<file path="config.mk">
export PLATFORM = sky130hd
export DESIGN_NAME = tx_qp_desc_queue
export DESIGN_NICKNAME = d
export VERILOG_FILES = /design/src/rtl/tx_sched_pkg.sv /design/src/rtl/tx_qp_fifo.sv /design/src/rtl/tx_qp_desc_queue.sv
export SDC_FILE = /design/constraint.sdc
export NUM_CORES = 2
export LEC_CHECK = 0
export CAP_MARGIN = 10
export CORE_MARGIN = 2
export CORE_UTILIZATION = 66
export DETAILED_ROUTE_END_ITERATION = 12
export GPL_TIMING_DRIVEN = 0
export PLACE_DENSITY = 0.84
export RECOVER_POWER = 100
export REMOVE_ABC_BUFFERS = 1
export SYNTH_ARGS = -nofsm -noshare
export SYNTH_HDL_FRONTEND = slang
export SYNTH_SLANG_ARGS = --single-unit
</file>
<file path="constraint.sdc">
create_clock -name clk -period 19.55 [get_ports clk]
set_clock_uncertainty 0.1 [all_clocks]
set_input_delay 2.9325 -clock clk [delete_from_list [all_inputs] [get_ports clk]]
set_output_delay 2.9325 -clock clk [all_outputs]
set_load 0.1 [all_outputs]
</file>
<file path="src/rtl/tx_sched_pkg.sv">
// Shared types and helpers for the TX scheduling path.
package tx_sched_pkg;

  localparam int unsigned NUM_Q  = 4;
  localparam int unsigned QID_W  = 2;
  localparam int unsigned DESC_W = 64;

  typedef struct packed {
    logic             vld;
    logic [QID_W-1:0] idx;
  } qidx_t;

  // vld is set only for an exactly one-hot grant vector.
  function automatic qidx_t onehot4_to_idx(input logic [NUM_Q-1:0] oh);
    qidx_t r;
    r.vld = 1'b0;
    r.idx = '0;
    unique case (oh)
      4'b0001: begin r.vld = 1'b1; r.idx = 2'd0; end
      4'b0010: begin r.vld = 1'b1; r.idx = 2'd1; end
      4'b0100: begin r.vld = 1'b1; r.idx = 2'd2; end
      4'b1000: begin r.vld = 1'b1; r.idx = 2'd3; end
      default: begin r.vld = 1'b0; r.idx = '0; end
    endcase
    return r;
  endfunction

endpackage

</file>
<file path="src/rtl/tx_qp_fifo.sv">
// Single synchronous descriptor FIFO; storage is not reset, only pointers and count.
module tx_qp_fifo #(
  parameter int unsigned DW    = 64,
  parameter int unsigned DEPTH = 8,
  localparam int unsigned AW   = $clog2(DEPTH)
) (
  input  logic          clk,
  input  logic          rst_n,
  input  logic          i_push,
  input  logic          i_pop,
  input  logic [DW-1:0] i_din,
  output logic [DW-1:0] o_dout,
  output logic [AW:0]   o_count,
  output logic          o_full,
  output logic          o_empty
);

  localparam logic [AW:0] FullCnt = (AW+1)'(DEPTH);

  logic [DW-1:0] r_mem [DEPTH];
  logic [AW-1:0] r_wptr;
  logic [AW-1:0] r_rptr;
  logic [AW:0]   r_cnt;
  logic          w_push;
  logic          w_pop;

  assign o_full  = (r_cnt == FullCnt);
  assign o_empty = (r_cnt == '0);
  assign w_push  = i_push & ~o_full;
  assign w_pop   = i_pop & ~o_empty;
  assign o_dout  = r_mem[r_rptr];
  assign o_count = r_cnt;

  always_ff @(posedge clk) begin
    if (w_push) r_mem[r_wptr] <= i_din;
  end

  // Power-of-2 depth lets the pointers wrap naturally.
  always_ff @(posedge clk or negedge rst_n) begin
    if (!rst_n) begin
      r_wptr <= '0;
      r_rptr <= '0;
      r_cnt  <= '0;
    end else begin
      if (w_push) r_wptr <= r_wptr + AW'(1);
      if (w_pop)  r_rptr <= r_rptr + AW'(1);
      unique case ({w_push, w_pop})
        2'b10:   r_cnt <= r_cnt + (AW+1)'(1);
        2'b01:   r_cnt <= r_cnt - (AW+1)'(1);
        default: r_cnt <= r_cnt;
      endcase
    end
  end

endmodule

</file>
<file path="src/rtl/tx_qp_desc_queue.sv">
// Four per-class descriptor queues feeding the WRR arbiter, with a registered
// output stage and sticky illegal-grant detection.
module tx_qp_desc_queue
  import tx_sched_pkg::*;
#(
  parameter int unsigned DW    = DESC_W,
  parameter int unsigned DEPTH = 8,
  localparam int unsigned AW   = $clog2(DEPTH)
) (
  input  logic                   clk,
  input  logic                   rst_n,
  input  logic                   in_valid,
  input  logic [QID_W-1:0]       in_qid,
  input  logic [DW-1:0]          in_data,
  output logic                   in_ready,
  output logic                   req0,
  output logic                   req1,
  output logic                   req2,
  output logic                   req3,
  output logic                   req_val,
  input  logic                   gnt0,
  input  logic                   gnt1,
  input  logic                   gnt2,
  input  logic                   gnt3,
  output logic                   gnt_busy,
  output logic                   out_valid,
  output logic [DW-1:0]          out_data,
  output logic [QID_W-1:0]       out_qid,
  input  logic                   out_ready,
  output logic [NUM_Q*(AW+1)-1:0] q_cnt,
  output logic                   err_gnt
);

  localparam int unsigned CW = AW + 1;

  logic [CW-1:0]    w_cnt  [NUM_Q];
  logic [DW-1:0]    w_dout [NUM_Q];
  logic [NUM_Q-1:0] w_full;
  logic [NUM_Q-1:0] w_empty;
  logic [NUM_Q-1:0] w_push;
  logic [NUM_Q-1:0] w_pop;
  logic [NUM_Q-1:0] w_gnt;
  qidx_t            w_gidx;
  logic             w_legal;
  logic             w_err;

  logic             r_out_valid;
  logic [DW-1:0]    r_out_data;
  logic [QID_W-1:0] r_out_qid;
  logic             r_err;

  // in_ready deliberately ignores any same-cycle pop so gnt never reaches it.
  assign in_ready = ~w_full[in_qid];

  for (genvar g = 0; g < NUM_Q; g++) begin : g_q
    assign w_push[g]           = in_valid & in_ready & (in_qid == QID_W'(g));
    assign w_pop[g]            = w_legal & (w_gidx.idx == QID_W'(g));
    assign q_cnt[g*CW +: CW]   = w_cnt[g];

    tx_qp_fifo #(
      .DW    (DW),
      .DEPTH (DEPTH)
    ) u_fifo (
      .clk     (clk),
      .rst_n   (rst_n),
      .i_push  (w_push[g]),
      .i_pop   (w_pop[g]),
      .i_din   (in_data),
      .o_dout  (w_dout[g]),
      .o_count (w_cnt[g]),
      .o_full  (w_full[g]),
      .o_empty (w_empty[g])
    );
  end

  assign req0    = ~w_empty[0];
  assign req1    = ~w_empty[1];
  assign req2    = ~w_empty[2];
  assign req3    = ~w_empty[3];
  assign req_val = |(~w_empty);

  assign gnt_busy = r_out_valid & ~out_ready;

  assign w_gnt   = {gnt3, gnt2, gnt1, gnt0};
  assign w_gidx  = onehot4_to_idx(w_gnt);
  assign w_legal = w_gidx.vld & ~w_empty[w_gidx.idx] & ~gnt_busy;
  // Covers multi-hot, empty-target and grant-while-busy in one term.
  assign w_err   = (w_gnt != '0) & ~w_legal;

  always_ff @(posedge clk or negedge rst_n) begin
    if (!rst_n) begin
      r_out_valid <= 1'b0;
      r_out_data  <= '0;
      r_out_qid   <= '0;
      r_err       <= 1'b0;
    end else begin
      if (w_legal) begin
        r_out_valid <= 1'b1;
        r_out_data  <= w_dout[w_gidx.idx];
        r_out_qid   <= w_gidx.idx;
      end else if (out_ready) begin
        r_out_valid <= 1'b0;
      end
      if (w_err) r_err <= 1'b1;
    end
  end

  assign out_valid = r_out_valid;
  assign out_data  = r_out_data;
  assign out_qid   = r_out_qid;
  assign err_gnt   = r_err;

endmodule

</file>
==> flow_summary.json <==
{
  "cts_max_level": 4,
  "core_um2": 123000,
  "clk_root_buffer_cell": "sky130_fd_sc_hd__clkbuf_16",
  "worstPathArrival_ps": 11530,
  "grt_first_pass_wirelength_um": 344000,
  "synth_edf_count": 2048,
  "io-pin-count": 165,
  "synth.top_cells.by_count": "sky130_fd_sc_hd__edfxtp_1 (2,048), sky130_fd_sc_hd__mux4_2 (512), sky130_fd_sc_hd__a22oi_1 (128), sky130_fd_sc_hd__mux2_2 (127), sky130_fd_sc_hd__dfrtp_1 (108)",
  "clkSinkCount": 2156,
  "antenna_found_initial": 21,
  "dieArea_um2": 127000,
  "core.rowCount": 129,
  "endpoint_worst_hold": "out_data[56]",
  "timing.final.ws_setup_ps": 8680,
  "maxUsedRoutingLayer": "met5",
  "type_of_the_worst_setup_path": "in2reg",
  "grt_start_max_net_pins": 77,
  "drv.max_cap_violation_count": 79,
  "yosys_warnings": 0,
  "timing.rr.start": "g_q[2].u_fifo.o_count[0]",
  "grt_setup_unrepaired": "false",
  "synth_most_common_cell": "sky130_fd_sc_hd__edfxtp_1",
  "final-seq-area_um2": 64200,
  "final.period_utilization": 0.556,
  "async_reset_ff_frac": 0.0501,
  "die_y_um": 356,
  "synthesis.area_um2": 81900,
  "worstRegToRegCells": 13,
  "postSynthCellCount": 3521,
  "drt-wirelength-per-cell_um": 42.5,
  "timing.slew.headroom": -2.58,
  "post_synth_main_area_contributors": "sky130_fd_sc_hd__edfxtp_1 (75%), sky130_fd_sc_hd__mux4_2 (14%), sky130_fd_sc_hd__dfrtp_1 (3.3%)",
  "grt_pass1_vias": 45600,
  "nNetsFinal": 4032,
  "wirelength_um": 245000,
  "detailedPlace.worstSlack_ps": 11320,
  "min_from": "out_data[56]",
  "met2_routed_wl_um": 122000,
  "placed_area_um2": 88600,
  "crit_path_start_kind": "input pin",
  "area_growth_from_synthesis_to_final_layout_pct": 13.5,
  "numPlacedInstances": 5372,
  "synth-seq-cells": 2156,
  "outcome": "finished with violations",
  "vias_per_cell": 7.62,
  "timing.hold.worst_path_depth": 1,
  "seq_area_frac_synth": 0.784,
  "dpl.hpwl_um": 133000,
  "worstHoldPathType": "reg2reg",
  "gr-total-overflow": 0,
  "synthDistinctLibCells": 41,
  "port_buffers": 164,
  "wirelength_met1_um": 72800,
  "drtIter0Drc": 8272,
  "drt_antenna_net_count": 0,
  "report.final.slew_viol_count": 1436,
  "globalRouteTotalUtil": 0.395,
  "cts_buffers": 196,
  "number_of_hold_buffers_added_after_cts": 0,
  "cp-end-kind": "flip-flop",
  "cts.path.max_buffers": 3,
  "violations": "capacitance limit, slew limit",
  "clk_pin_slew_worst_paths_ps": 60,
  "post-route-drc-count": 0,
  "place_congestion": 0.732,
  "drt_pass1_iterations": 8,
  "rrSetupSlack_ps": 12690,
  "static-leakage-power_nw": 29.3,
  "setup_viol": 0,
  "floorplan.die.width_um": 356,
  "clkLatencyLatePin_ps": 840,
  "total_met3_wirelength_after_detailed_routing_um": 30500,
  "worst-path-max-fanout": 33,
  "fin_cells": 5754,
  "final_period_minus_worst_setup_slack_ps": 10870,
  "ir_worst_vdd_v": 0.000154,
  "powerDensity_nw_per_um2": 144,
  "tritoncts": "built",
  "regToRegEndpoint": "g_q[0].u_fifo.o_count[3]",
  "ys_dominant_reg_cell": "sky130_fd_sc_hd__edfxtp_1",
  "final_util": 0.753,
  "tightestPinTransition_ps": 5370,
  "syn_area_per_cell_um2": 23.3,
  "cts_resized": 0,
  "initial_utilization": 0.663,
  "fill_cells": 5743,
  "post-synth-top-area-fraction": 0.751,
  "timing.final.hold_violations": 0,
  "synth.largest_area_cell": "sky130_fd_sc_hd__edfxtp_1",
  "timing.fmax_ghz": 0.0920,
  "layout-drive-gt1-share": 0.238,
  "fin_area_um2": 93000,
  "power_mw": 13.4,
  "route.vias.total": 43800,
  "cts_setup_buffers": 0,
  "multi_input_area_um2": 16800,
  "worst_ep_required_time_ps": 20210
}
## worst max path at each step
stage | to | from | slack [ps]
floorplan | g_q[1].u_fifo.r_mem[0][0] | in_qid[1] | 9170
global placement | g_q[1].u_fifo.r_mem[0][54] | in_qid[1] | -340
detailed placement | in_ready | in_qid[1] | 11320
CTS | in_ready | in_qid[0] | 11300
global route | g_q[0].u_fifo.r_rptr[0] | rst_n | 8580
finish | g_q[0].u_fifo.o_count[3] | gnt3 | 8680
## critical path, cell delays in order
cell and delay, ps:
sky130_fd_sc_hd__dlygate4sd3_1 840, sky130_fd_sc_hd__or4b_1 1490, sky130_fd_sc_hd__o2bb2ai_1 620, sky130_fd_sc_hd__o21a_1 1180, sky130_fd_sc_hd__clkbuf_1 2010, sky130_fd_sc_hd__nand3_1 810, sky130_fd_sc_hd__inv_1 250, sky130_fd_sc_hd__ha_1 250
sky130_fd_sc_hd__ha_1 260, sky130_fd_sc_hd__a21o_1 180, sky130_fd_sc_hd__a21oi_1 210, sky130_fd_sc_hd__xnor2_1 120, sky130_fd_sc_hd__nor2_1 190, sky130_fd_sc_hd__xor2_1 170
## through the flow
| stage | hold slack, ps | TNS, ps |
|---|---|---|
| floorplan | 359 | 0 |
| global placement | 361 | -20480 |
| detailed placement | 395 | 0 |
| CTS | 410 | 0 |
| global route | 411 | 0 |
| finish | 386 | 0 |
## flip-flops by register name, summed over array words and instances, names as in the netlist
register,flops
out_qid,2
g_q.u_fifo.o_count,16
g_q.u_fifo.r_wptr,12
g_q.u_fifo.r_rptr,12
out_data,64
out_valid,1
g_q.u_fifo.r_mem,2048
err_gnt,1
## routing by layer
metal / global-route usage / vias to the layer above
li1: - / 15800
met1: 0.479 / 22100
met2: 0.646 / 4598
met3: 0.0919 / 1261
met4: 0.253 / 14
met5: 0 / -
## area by class of cell
class | instances | area share
well taps | 1637 | 0.0220
clock inverters | 123 | 0.0127
flip-flops and latches | 2156 | 0.691
repair buffers | 398 | 0.0350
multi-input cells | 1162 | 0.181
diodes | 11 | 0.000296
clock buffers | 247 | 0.0571
inverters | 20 | 0.000807
## logic make-up after synthesis
| family | Yosys count | synth area share |
|---|---|---|
| AO/OA/AOI/OAI | 214 | 0.0203 |
| multiplexers | 715 | 0.168 |
| flip-flops | 2156 | 0.784 |
| buffers and inverters | 203 | 0.0103 |
| XOR/XNOR | 34 | 0.00364 |
| adder cells (fa/ha/maj) | 24 | 0.00403 |
| AND/OR/NAND/NOR | 175 | 0.00976 |
## power by group
part           leakage (nW)  internal, mW  switching [mW]
Clock                  3.17          2.20            1.78
Sequential             19.7          5.34           0.345
Combinational          6.37          1.51            2.22
Total                  29.3          9.05            4.35
## cell usage in the layout (no fill, tap or decap), types with 6 or more instances in the layout
| cell type | netlist | final |
|---|---|---|
| sky130_fd_sc_hd__mux2_1 | 0 | 20 |
| sky130_fd_sc_hd__bufinv_16 | 0 | 20 |
| sky130_fd_sc_hd__mux2_2 | 127 | 115 |
| sky130_fd_sc_hd__clkbuf_1 | 90 | 229 |
| sky130_fd_sc_hd__nand2b_1 | 13 | 13 |
| sky130_fd_sc_hd__buf_16 | 0 | 26 |
| sky130_fd_sc_hd__dfrtp_1 | 108 | 98 |
| sky130_fd_sc_hd__clkinvlp_4 | 0 | 12 |
| sky130_fd_sc_hd__clkbuf_8 | 0 | 11 |
| sky130_fd_sc_hd__dfrtp_4 | 0 | 10 |
| sky130_fd_sc_hd__clkbuf_16 | 0 | 201 |
| sky130_fd_sc_hd__diode_2 | 0 | 11 |
| sky130_fd_sc_hd__nor3_1 | 19 | 19 |
| sky130_fd_sc_hd__xor2_1 | 13 | 13 |
| sky130_fd_sc_hd__nand2_1 | 95 | 95 |
| sky130_fd_sc_hd__dlygate4sd3_1 | 0 | 157 |
| sky130_fd_sc_hd__a21oi_1 | 7 | 7 |
| sky130_fd_sc_hd__clkinv_1 | 2 | 41 |
| sky130_fd_sc_hd__mux4_2 | 512 | 512 |
| sky130_fd_sc_hd__nor2_1 | 22 | 22 |
| sky130_fd_sc_hd__inv_6 | 0 | 6 |
| sky130_fd_sc_hd__buf_4 | 0 | 8 |
| sky130_fd_sc_hd__edfxtp_1 | 2048 | 2048 |
| sky130_fd_sc_hd__inv_1 | 18 | 18 |
| sky130_fd_sc_hd__clkinv_2 | 0 | 39 |
| sky130_fd_sc_hd__xnor2_1 | 21 | 21 |
| sky130_fd_sc_hd__ha_1 | 20 | 20 |
| sky130_fd_sc_hd__o2111ai_1 | 64 | 64 |
| sky130_fd_sc_hd__a22oi_1 | 128 | 128 |
| sky130_fd_sc_hd__clkdlybuf4s50_1 | 0 | 6 |
| sky130_fd_sc_hd__mux2i_1 | 68 | 68 |
No activity file was read; power rests on OpenSTA's default activity.
